==> config.mk <==
export PLATFORM = sky130hd
export DESIGN_NAME = load_buf_tracker
export DESIGN_NICKNAME = d
export VERILOG_FILES = /design/src/rtl/load_buf_tracker.sv
export SDC_FILE = /design/constraint.sdc
export NUM_CORES = 1
export LEC_CHECK = 0
export ABC_AREA = 1
export BUFFER_PORTS_ARGS = -buffer_cell sky130_fd_sc_hd__buf_2
export CORE_MARGIN = 2
export CORE_UTILIZATION = 44
export DETAILED_ROUTE_END_ITERATION = 8
export GPL_TIMING_DRIVEN = 0
export PLACE_DENSITY = 0.7
export SETUP_SLACK_MARGIN = 0.02
export SYNTH_ARGS = -nofsm -noshare
export SYNTH_HDL_FRONTEND = slang
export SYNTH_SLANG_ARGS = --single-unit
==> constraint.sdc <==
create_clock -name clk_i -period 2.5 [get_ports clk_i]
set_input_delay 0.25 -clock clk_i [delete_from_list [all_inputs] [get_ports clk_i]]
set_output_delay 0.25 -clock clk_i [all_outputs]
set_load 0.01 [all_outputs]
==> src/rtl/load_buf_tracker.sv <==
// In-flight load tracker between load issue and the dcache response port.
// Hands out request tags, matches returns by tag, and drives the aligned writeback result.
module load_buf_tracker #(
    parameter int unsigned NR_ENTRIES = 2,
    parameter int unsigned TAG_W      = 1,
    parameter int unsigned TRANS_ID_W = 2,
    parameter int unsigned XLEN       = 32
) (
    input  logic                  clk_i,
    input  logic                  rst_ni,
    input  logic                  flush_i,
    input  logic                  req_valid_i,
    output logic                  req_ready_o,
    input  logic [TRANS_ID_W-1:0] req_trans_id_i,
    input  logic [1:0]            req_offset_i,
    input  logic [1:0]            req_size_i,
    input  logic                  req_signed_i,
    output logic [TAG_W-1:0]      req_tag_o,
    input  logic                  kill_valid_i,
    input  logic [TAG_W-1:0]      kill_tag_i,
    input  logic                  rsp_valid_i,
    input  logic [TAG_W-1:0]      rsp_tag_i,
    input  logic [XLEN-1:0]       rsp_data_i,
    output logic                  result_valid_o,
    output logic [TRANS_ID_W-1:0] result_trans_id_o,
    output logic [XLEN-1:0]       result_data_o,
    output logic                  empty_o
);

    // state | meaning
    // FREE  | entry holds no load, allocatable
    // BUSY  | load issued, waiting for its cache response (killed_q marks a dead load)
    typedef enum logic {FREE = 1'b0, BUSY = 1'b1} entry_state_e;

    entry_state_e          state_q  [NR_ENTRIES];
    entry_state_e          state_d  [NR_ENTRIES];
    logic                  killed_q [NR_ENTRIES];
    logic                  killed_d [NR_ENTRIES];
    logic [TRANS_ID_W-1:0] id_q     [NR_ENTRIES];
    logic [1:0]            offset_q [NR_ENTRIES];
    logic [1:0]            size_q   [NR_ENTRIES];
    logic                  signed_q [NR_ENTRIES];

    logic                  result_valid_q;
    logic [TRANS_ID_W-1:0] result_trans_id_q;
    logic [XLEN-1:0]       result_data_q;
    logic                  empty_q;

    logic                  any_free;
    logic [TAG_W-1:0]      alloc_idx;
    logic                  accept;
    logic                  rsp_hit;
    logic                  rsp_dead;
    logic                  result_valid_d;
    logic [XLEN-1:0]       shifted;
    logic [XLEN-1:0]       extracted;
    logic                  empty_d;

    // Lowest-index free entry, based on registered state only.
    always_comb begin
        any_free  = 1'b0;
        alloc_idx = '0;
        for (int i = NR_ENTRIES - 1; i >= 0; i--) begin
            if (state_q[i] == FREE) begin
                any_free  = 1'b1;
                alloc_idx = TAG_W'(i);
            end
        end
    end

    assign req_ready_o = any_free;
    assign req_tag_o   = alloc_idx;
    assign accept      = req_valid_i && any_free;

    assign rsp_hit  = rsp_valid_i && (state_q[rsp_tag_i] == BUSY);
    assign rsp_dead = killed_q[rsp_tag_i] || flush_i ||
                      (kill_valid_i && (kill_tag_i == rsp_tag_i));

    always_comb begin
        shifted   = rsp_data_i >> {offset_q[rsp_tag_i], 3'b000};
        extracted = shifted;
        case (size_q[rsp_tag_i])
            2'd0:    extracted = {{(XLEN-8){signed_q[rsp_tag_i] & shifted[7]}}, shifted[7:0]};
            2'd1:    extracted = {{(XLEN-16){signed_q[rsp_tag_i] & shifted[15]}}, shifted[15:0]};
            default: extracted = shifted;
        endcase
    end

    always_comb begin
        result_valid_d = rsp_hit && !rsp_dead;
        empty_d        = 1'b1;
        for (int i = 0; i < NR_ENTRIES; i++) begin
            state_d[i]  = state_q[i];
            killed_d[i] = killed_q[i];
            if (state_q[i] == BUSY) begin
                if (flush_i || (kill_valid_i && (kill_tag_i == TAG_W'(i))))
                    killed_d[i] = 1'b1;
                if (rsp_hit && (rsp_tag_i == TAG_W'(i))) begin
                    state_d[i]  = FREE;
                    killed_d[i] = 1'b0;
                end
            end else if (accept && (alloc_idx == TAG_W'(i))) begin
                // A load accepted alongside a flush is younger than the flush.
                state_d[i]  = BUSY;
                killed_d[i] = 1'b0;
            end
            if (state_d[i] == BUSY)
                empty_d = 1'b0;
        end
    end

    always_ff @(posedge clk_i or negedge rst_ni) begin
        if (!rst_ni) begin
            for (int i = 0; i < NR_ENTRIES; i++) begin
                state_q[i]  <= FREE;
                killed_q[i] <= 1'b0;
                id_q[i]     <= '0;
                offset_q[i] <= '0;
                size_q[i]   <= '0;
                signed_q[i] <= 1'b0;
            end
            result_valid_q    <= 1'b0;
            result_trans_id_q <= '0;
            result_data_q     <= '0;
            empty_q           <= 1'b1;
        end else begin
            for (int i = 0; i < NR_ENTRIES; i++) begin
                state_q[i]  <= state_d[i];
                killed_q[i] <= killed_d[i];
            end
            if (accept) begin
                id_q[alloc_idx]     <= req_trans_id_i;
                offset_q[alloc_idx] <= req_offset_i;
                size_q[alloc_idx]   <= req_size_i;
                signed_q[alloc_idx] <= req_signed_i;
            end
            result_valid_q <= result_valid_d;
            if (result_valid_d) begin
                result_trans_id_q <= id_q[rsp_tag_i];
                result_data_q     <= extracted;
            end
            empty_q <= empty_d;
        end
    end

    assign result_valid_o    = result_valid_q;
    assign result_trans_id_o = result_trans_id_q;
    assign result_data_o     = result_data_q;
    assign empty_o           = empty_q;

    rsp_to_busy_tag: assert property (@(posedge clk_i) disable iff (!rst_ni)
        rsp_valid_i |-> (state_q[rsp_tag_i] == BUSY));

    legal_size_offset: assert property (@(posedge clk_i) disable iff (!rst_ni)
        accept |-> !((req_size_i == 2'd3) ||
                     (req_size_i == 2'd1 && req_offset_i[0]) ||
                     (req_size_i == 2'd2 && req_offset_i != 2'd0)));

endmodule

==> results of run 1 <==
==> power by group through the flow <==
stage | sequential (mW) | clock [mW] | combinational (mW)
after floorplan | 1.61 | 0 | 1.23
after CTS | 1.48 | 0.571 | 2.01
after global routing | 1.52 | 0.613 | 2.26
after global placement | 1.47 | 0 | 1.97
final | 1.47 | 0.552 | 1.99
after detailed placement | 1.49 | 0 | 2.00
==> layer usage <==
metal,up-vias,track usage,part of all wire
met5,-,0,0
met4,0,0.0654,0.017
met3,14,0.0384,0.065
met2,104,0.371,0.49
met1,1484,0.277,0.43
li1,1577,-,-
==> Yosys cell counts (2+ instances only) <==
cell      count
or2_2         8
dfrtp_1      53
buf_6         8
nand3b_1      7
o22ai_1       5
o21ai_2       3
o21ai_0      18
inv_2         2
nand3_1      34
a21oi_1       5
clkbuf_1      2
nand3_2      11
inv_1        52
buf_2         3
a31oi_1       2
nand2_2       8
or2_1        14
nor2_1       45
nand2_1     151
buf_4         9
==> final timing paths <==
check / to / startpoint / slack [ns] / cells after the start
max reg2reg: result_trans_id_o[1] / state_q[1] / 1.0 / 9
max in group asynchronous: result_trans_id_o[1] / rst_ni / 1.57 / 1
min in group asynchronous: result_data_o[19] / rst_ni / 0.19 / 1
max: result_trans_id_o[1] / state_q[1] / 1.0 / 9
min reg2reg: id_q[3] / id_q[3] / 0.48 / 2
min: id_q[3] / req_trans_id_i[1] / 0.15 / 3
==> worst min-delay path: cells and delay by family <==
kind,cells,cell delay (ns)
buf+inv,1,0.08
simple gates,2,0.09
==> cells by family after synthesis <==
group,after synthesis,share of synthesized area
AND/OR/NAND/NOR,284,0.402
flip-flops,54,0.408
AO/OA/AOI/OAI,36,0.0665
buffers and inverters,79,0.124
==> stage by stage <==
step	hold slack [ns]	instance area (µm²)	setup WS, ns
after global routing	0.151	3960	0.828
after detailed placement	0.460	3850	0.961
after floorplan	-0.0456	3310	1.15
after global placement	0.456	3850	0.990
after CTS	0.140	3960	1.01
final	0.147	3960	0.998
==> registers in the layout, summed over array words and instances (netlist names) <==
register / flops
empty_o: 1
id_q: 4
killed_q: 2
offset_q: 4
result_data_o: 32
result_trans_id_o: 2
result_valid_o: 1
signed_q: 2
size_q: 4
state_q: 2
==> layout make-up <==
type,instances,area share
multi-input combinational,320,0.392
sequential,54,0.342
timing repair buffer,83,0.105
inverter,55,0.0528
buffer,24,0.0506
tap,99,0.0313
clock buffer,7,0.0244
clock inverter,1,0.00221
==> results.ini, run 1 <==
[finish]
multi_input_area_um2 = 1550
diodes = 0
final_cell_mix = nand2_1, buf_2, dfrtp_1
stdcell_count = 643
final_common_cell = nand2_1
ff_latch_area_um2 = 1350
area_growth_syn_to_layout_pct = 19.5
n_fill_cell = 760
final_nets = 590
drive_above_1_share = 0.281
finish.utilization = 0.545

[route]
drt-total-wl_um = 8420
viasPerCell = 4.94
drtAntennaViolNets = 0
vias = 3179
drtIter0Drc = 161
routedWlPerCell_um = 13.1
drc_errors = 0
dr.pass1.iters = 4

[power]
switching_share = 0.415
total_power_mw = 4.02
powerDensity_nw_per_um2 = 1020
peakVddDrop_mv = 0.428
p_sw_mw = 1.67
internal_power_mw = 2.35
power_frac_clock = 0.137
seq_power_share = 0.367
p_comb_frac = 0.496
p_leak_nw = 2.21

[global_route]
track_usage = 0.216
antenna_found_initial = 0
overflow = 0
grt_max_degree = 55
grt_pass1_wl_um = 14400
grt_pass1_vias = 3128

[floorplanning]
rows = 31
floorplan.initialDensity = 0.457
fp.dieW_um = 90.8
core_um2 = 7250
die_h_um = 90.8
ios = 85
dieArea_um2 = 8240

[critical_path]
path_max_fanout = 10
slowest_delay_ns = 0.43
cp-start-kind = register
worstPathArrival_ns = 1.70
critPathBufInv = 4
setup.worst_path.class = reg2reg
cp_data_required_time_ns = 2.69
critPathCaptureType = register
cp_slowest_cell = dfrtp_1
worstPathCellList = inv_1 -> nor2_1 -> nand3b_1 -> nand2_1 -> nand2_2 -> inv_2 -> buf_2 -> buf_4 -> a31oi_1
critical_path.top_delay_family = buffers and inverters

[yosys]
synth_area_leaders = dfrtp_1, nand2_1, inv_1
synthesis.nets = 500
ys_async_sr_fraction = 1.00
syn-mean-instance-area_um2 = 7.31
synth-edff-count = 0
ys_seq_area_frac = 0.408
synthFlopType = dfrtp_1
netlist_area_um2 = 3310
synth_cell_type_count = 33
synth.largest_area_cell = dfrtp_1
yosys.area.top_type_share = 0.400
ys_ff_latch = 54
syn_inst = 453
yosysWarnings = 0

[sta]
tns_ns = 0
setup_viol = 0
tightest_slew_ns = 1.22
max_freq_mhz = 666
rsz0062_at_grt = false
period_needed_ns = 1.50
fin_crit_sh = 0.601
drv_slew = 0
hold_violations = 0
finClkSkew_ns = 0.0109
relSlewSlack = 0.186

[flow_run]
drv_cap = 0

[clock_network]
cts_resized = 0
cts_tree = built
cts_buffers = 5
post_cts_buffers = 0
root_buffer = clkbuf_8
clk_latency_ns = 0.32
h-tree-depth = 2
clockBufferDepth = 2
postCtsHoldBufs = 0
path_clk_slew_ns = 0.09
numClockSinks = 54

[place]
dp_hpwl_um = 6540
gp_congestion = 0.902
dp.cells = 635
port_buffers = 83

[worst_hold_path]
hp-class = in2reg

[run_status]
outcome = completed

(Power assumes the default switching activity.)
==> inputs of run 2 (changes only) <==
clock period = 1.4 ns   (was 2.5 ns; I/O delays follow)
==> results.ini, run 2 (synthesized netlist as in run 1, its figures left out) <==
[run_status]
outcome = complete, but fails checks  ; was completed
violations = negative setup slack

[clock_network]
h-tree-depth = 2  ; unchanged
numClockSinks = 54  ; unchanged
postCtsHoldBufs = 0  ; unchanged
clockBufferDepth = 2  ; unchanged
path_clk_slew_ns = 0.11  ; was 0.09 ns
cts_tree = built  ; unchanged
clk_latency_ns = 0.32  ; about the same
root_buffer = clkbuf_8  ; unchanged
cts_buffers = 5  ; unchanged

[route]
drc_errors = 0  ; unchanged
routedWlPerCell_um = 14.0  ; was 13.1 µm
vias = 3312  ; was 3179
dr.pass1.iters = 5  ; was 4
drtIter0Drc = 165  ; was 161
drt-total-wl_um = 9300  ; was 8420 µm
drtAntennaViolNets = 0  ; unchanged
viasPerCell = 4.97  ; was 4.94

[place]
dp.cells = 635  ; unchanged
dp_hpwl_um = 6540  ; unchanged
port_buffers = 83  ; unchanged
placed_area_um2 = 3850  ; unchanged
gp_congestion = 0.902  ; unchanged

[critical_path]
critPathBufInv = 4  ; unchanged
slowest_delay_ns = 0.41  ; was 0.43 ns
path_max_fanout = 7  ; was 10
worstPathCellList = inv_2 -> nor2_2 -> nand3b_1 -> nand2_1 -> nand2_2 -> inv_4 -> clkbuf_8 -> or2_2 -> nand2_1 -> inv_1  ; was inv_1 -> nor2_1 -> nand3b_1 -> nand2_1 -> nand2_2 -> inv_2 -> buf_2 -> buf_4 -> a31oi_1
critPathCaptureType = register  ; unchanged
cp_common_cell = nand2_1
setup.worst_path.class = reg2reg  ; unchanged
critical_path.top_delay_family = simple AND/OR/NAND/NOR gates  ; was buffers and inverters
cp-start-kind = register  ; unchanged
cp_slowest_cell = dfrtp_1  ; unchanged
cp_data_required_time_ns = 1.63  ; was 2.69 ns
worstPathArrival_ns = 1.68  ; was 1.70 ns

[global_route]
grt_pass1_vias = 3296  ; was 3128
overflow = 0  ; unchanged
track_usage = 0.228  ; was 0.216
antenna_found_initial = 0  ; unchanged
grt_pass1_wl_um = 15100  ; was 14400 µm
grt_max_degree = 55  ; unchanged

[finish]
fin_area_um2 = 4390  ; was 3960 µm²
diodes = 0  ; unchanged
final_cell_mix = nand2_1, buf_2, dfrtp_1  ; unchanged
largest_reg_flops = 32  ; unchanged
n_fill_cell = 698  ; was 760
final_nets = 613  ; was 590
drive_above_1_share = 0.377  ; was 0.281
final_common_cell = nand2_1  ; unchanged
area_growth_syn_to_layout_pct = 32.7  ; was 19.5%
stdcell_count = 666  ; was 643

[sta]
relSlewSlack = 0.196  ; was 0.186
drv_slew = 0  ; unchanged
fin_crit_sh = 1.03  ; was 0.601
setup_slack_ns = -0.0467  ; was 0.998 ns
hold_violations = 0  ; unchanged
tightest_slew_ns = 1.21  ; was 1.22 ns
setup_viol = 22  ; was 0
finClkSkew_ns = 0.0124  ; was 0.0109 ns
period_needed_ns = 1.45  ; was 1.50 ns
rsz0062_at_grt = true  ; was false
max_freq_mhz = 691  ; was 666 MHz

[power]
seq_power_share = 0.337  ; was 0.367
peakVddDrop_mv = 0.798  ; was 0.428 mV
p_sw_mw = 3.27  ; was 1.67 mW
internal_power_mw = 4.58  ; was 2.35 mW
power_frac_clock = 0.126  ; was 0.137
switching_share = 0.417  ; was 0.415
p_leak_nw = 2.39  ; was 2.21 nW
p_comb_frac = 0.537  ; was 0.496
powerDensity_nw_per_um2 = 1790  ; was 1020 nW/µm²

[worst_hold_path]
hp-class = in2reg  ; unchanged

[floorplanning]
fp.dieW_um = 90.8  ; unchanged
dieArea_um2 = 8240  ; unchanged
rows = 31  ; unchanged
die_h_um = 90.8  ; unchanged
ios = 85  ; unchanged
floorplan.initialDensity = 0.457  ; unchanged
core_um2 = 7250  ; unchanged

[flow_run]
drv_cap = 0  ; unchanged

==> run 2: cell types whose count changed in the layout (fill, tap and decap cells not counted), moves of 5 or more <==
cell,before,now
o21ai_0,18,11
nand3_1,34,26
buf_8,1,6
nor2_2,1,13
nand2_2,8,15
buf_6,8,16
nor2_1,45,31
buf_4,9,18
nand3_2,11,18
nand2_1,151,142
==> run 2: area by class of cell <==
| cell class | count | area [µm²] | share of cell area |
|---|---|---|---|
| plain buffers | 24 | 287 | 0.0652 |
| clock buffers | 7 | 96.3 | 0.0219 |
| clock inverters | 1 | 8.76 | 0.00199 |
| inverters | 55 | 211 | 0.0481 |
| multi-input cells | 320 | 1700 | 0.387 |
| flip-flops and latches | 54 | 1350 | 0.308 |
| well taps | 99 | 124 | 0.0282 |
| repair buffers | 106 | 613 | 0.140 |
==> run 2: path summary, 6_finish.rpt <==
check / start / to / slack, ns / depth (start not counted)
max: state_q[1] / result_data_o[26] / -0.05 / 10
min: req_trans_id_i[1] / id_q[3] / 0.04 / 3
max reg2reg: state_q[1] / result_data_o[26] / -0.05 / 10
min reg2reg: id_q[3] / id_q[3] / 0.48 / 2
max in group asynchronous: rst_ni / result_trans_id_o[1] / 0.60 / 1
min in group asynchronous: rst_ni / result_data_o[19] / 0.06 / 1
==> run 2: worst register-to-register path: cells and delay by family, from the launching register on <==
kind	cells	cell delay, ns
buf+inv	4	0.33
simple gates	6	0.62
flops	1	0.41
==> run 2: what timing repair did <==
action / CTS / global route
gates cloned: 2 / 2
pin swaps: 11 / 14
resized for setup: 40 / 47
buffers inserted: 13 / 6
setup endpoints to repair: 34 / 39
==> run 2: metal layers <==
metal	up-vias	track usage	share of wire
met1	1555	0.282	0.41
met4	0	0.0692	0.018
met2	121	0.398	0.50
met5	-	0	0
li1	1621	-	-
met3	15	0.0459	0.067
==> run 2: power groups by stage <==
stage / Combinational (mW) / Clock [mW] / Sequential, mW
finish: 4.22 / 0.992 / 2.65
global route: 4.67 / 1.10 / 2.73
CTS: 3.93 / 1.02 / 2.64
detailed placement: 3.57 / 0 / 2.67
global placement: 3.51 / 0 / 2.63
floorplan: 2.20 / 0 / 2.87
==> run 2: metrics by stage <==
stage / util / setup TNS (ns) / hold slack [ns] / worst slack (ns) / total power [mW]
2_1_floorplan: - / 0 / -0.156 / 0.0756 / 5.07
3_3_place_gp: 0.531 / -0.627 / 0.355 / -0.0513 / 6.14
3_5_place_dp: 0.531 / -1.21 / 0.361 / -0.0849 / 6.24
4_1_cts: 0.581 / -0.0377 / 0.0295 / -0.0175 / 7.59
5_1_grt: 0.606 / -3.51 / 0.0391 / -0.159 / 8.51
6_report: 0.606 / -0.456 / 0.0358 / -0.0467 / 7.86
==> inputs of run 3 (changes only) <==
CORE_UTILIZATION = 53   (was 44)
PLACE_DENSITY = 0.82   (was 0.7)
==> results.ini, run 3 (synthesized netlist as in run 1, its figures left out) <==
[critical_path]
slowest_delay_ns = 0.43  ; was 0.41 ns
r2r_start = offset_q[3]  ; was state_q[1]
critical_path.top_delay_family = simple AND/OR/NAND/NOR gates  ; unchanged
setup.worst_path.class = reg2reg  ; unchanged
path_max_fanout = 10  ; was 7
cp_data_required_time_ns = 1.66  ; was 1.63 ns
critPathBufInv = 2  ; was 4
critPathCaptureType = register  ; unchanged
cp_slowest_cell = dfrtp_1  ; unchanged
r2r_end = result_data_o[30]  ; was result_data_o[26]
worstPathArrival_ns = 1.80  ; was 1.68 ns
r2r_cells = 8  ; was 10
r2r_slack_ns = -0.14  ; was -0.05 ns
cp-start-kind = register  ; unchanged
worstPathCellList = o21ai_4 -> nand2_4 -> buf_4 -> nor2_1 -> nor2_4 -> nand3_2 -> nand2_1 -> inv_1  ; was inv_2 -> nor2_2 -> nand3b_1 -> nand2_1 -> nand2_2 -> inv_4 -> clkbuf_8 -> or2_2 -> nand2_1 -> inv_1

[finish]
final_nets = 607  ; was 613
area_growth_syn_to_layout_pct = 33.2  ; was 32.7%
diodes = 0  ; unchanged
largest_reg_flops = 32  ; unchanged
final_cell_mix = nand2_1, buf_2, dfrtp_1  ; unchanged
drive_above_1_share = 0.376  ; was 0.377
final_common_cell = nand2_1  ; unchanged

[route]
drtAntennaViolNets = 0  ; unchanged
drtIter0Drc = 280  ; was 165
vias = 3461  ; was 3312
drc_errors = 0  ; unchanged
dr.pass1.iters = 5  ; unchanged
viasPerCell = 5.44  ; was 4.97
drt-total-wl_um = 9580  ; was 9300 µm
routedWlPerCell_um = 15.1  ; was 14.0 µm

[global_route]
track_usage = 0.263  ; was 0.228
grt_pass1_wl_um = 14800  ; was 15100 µm
grt_max_degree = 55  ; unchanged
grt_pass1_vias = 3167  ; was 3296
overflow = 0  ; unchanged
antenna_found_initial = 0  ; unchanged

[clock_network]
numClockSinks = 54  ; unchanged
h-tree-depth = 2  ; unchanged
cts_tree = built  ; unchanged
path_clk_slew_ns = 0.10  ; was 0.11 ns
clk_latency_ns = 0.32  ; about the same
postCtsHoldBufs = 0  ; unchanged
root_buffer = clkbuf_8  ; unchanged
cts_buffers = 5  ; unchanged
clockBufferDepth = 2  ; unchanged

[floorplanning]
core_um2 = 5990  ; was 7250 µm²
rows = 28  ; was 31
die_h_um = 83.1  ; was 90.8 µm
dieArea_um2 = 6900  ; was 8240 µm²
fp.dieW_um = 83.1  ; was 90.8 µm
ios = 85  ; unchanged
floorplan.initialDensity = 0.553  ; was 0.457

[sta]
drv_slew = 0  ; unchanged
setup_viol = 30  ; was 22
finClkSkew_ns = 0.00605  ; was 0.0124 ns
hold_violations = 0  ; unchanged
period_needed_ns = 1.54  ; was 1.45 ns
tns_ns = -1.69  ; was -0.456 ns
setup_slack_ns = -0.142  ; was -0.0467 ns
fin_crit_sh = 1.10  ; was 1.03
max_freq_mhz = 648  ; was 691 MHz
rsz0062_at_grt = true  ; unchanged
relSlewSlack = 0.224  ; was 0.196
tightest_slew_ns = 1.16  ; was 1.21 ns

[run_status]
outcome = complete, but fails checks  ; unchanged
violations = negative setup slack  ; unchanged

[power]
peakVddDrop_mv = 1.11  ; was 0.798 mV
powerDensity_nw_per_um2 = 1810  ; was 1790 nW/µm²
p_leak_nw = 2.39  ; about the same

[worst_hold_path]
worstHoldStart = req_trans_id_i[0]  ; was req_trans_id_i[1]
whs_endpoint = id_q[2]  ; was id_q[3]
hold_path_depth = 3  ; unchanged
hp-class = in2reg  ; unchanged

[place]
dp_hpwl_um = 6400  ; was 6540 µm
gp_congestion = 0.905  ; was 0.902
pre_cts_ws_ns = -0.136  ; was -0.0849 ns
port_buffers = 83  ; unchanged

[flow_run]
drv_cap = 0  ; unchanged

-- run 3: cell count changes in the layout (fill, tap and decap cells not counted), sizes merged --
cell,delta
buf,-7
bufinv,+1
clkinv,-1
clkinvlp,+1
-- run 3: final cells by class --
cell class,count,area (µm²)
plain buffers,24,272
clock buffers,6,72.6
clock inverters,2,37.5
fillers,451,1580
inverters,55,209
multi-input cells,320,1750
flip-flops and latches,54,1350
well taps,75,93.8
repair buffers,100,626
-- run 3: timing repair --
item | in CTS | in global routing
gates cloned | 3 | 3
resized for setup | 35 | 47
setup buffers | 11 | 0
setup endpoints to repair | 42 | 44
pin swaps | 9 | 27
-- run 3: routing by layer --
metal / routed length, µm / part of all wire / track usage / vias to the layer above
li1: - / - / - / 1614
met2: 4560 / 0.48 / 0.444 / 187
met3: 824 / 0.086 / 0.0567 / 34
met1: 3860 / 0.40 / 0.337 / 1626
met4: 333 / 0.035 / 0.0864 / 0
met5: 0 / 0 / 0 / -
-- run 3: power by group --
part	internal (mW)	switching [mW]
combinational	1.83	2.44
sequential	2.28	0.362
clock	0.534	0.536
total	4.64	3.34
-- run 3: worst reg2reg max path: stages, from the launching register on --
cell,delay [ns]
dfrtp_1,0.43
o21ai_4,0.27
nand2_4,0.10
buf_4,0.18
nor2_1,0.24
nor2_4,0.09
nand3_2,0.07
nand2_1,0.06
inv_1,0.05
-- run 3: worst max path at each step --
stage	startpoint	end	slack, ns	cells after the start
final	offset_q[3]	result_data_o[30]	-0.14	8
after CTS	state_q[1]	result_data_o[25]	-0.03	11
after global routing	state_q[1]	result_data_o[25]	-0.22	11
after global placement	offset_q[0]	result_data_o[29]	-0.05	9
after detailed placement	state_q[1]	result_trans_id_o[1]	-0.14	9
after floorplan	state_q[1]	result_data_o[24]	0.08	10
-- run 3: stage by stage --
stage / power, mW / hold WS (ns) / instance area (µm²) / util / cells
floorplan: 5.07 / -0.156 / 3310 / - / 453
global route: 8.55 / 0.0396 / 4410 / 0.736 / 636
detailed placement: 6.24 / 0.361 / 3820 / 0.638 / 611
finish: 7.98 / 0.0277 / 4410 / 0.736 / 636
global placement: 6.12 / 0.355 / 3820 / 0.638 / 611
CTS: 7.67 / 0.0233 / 4190 / 0.699 / 633
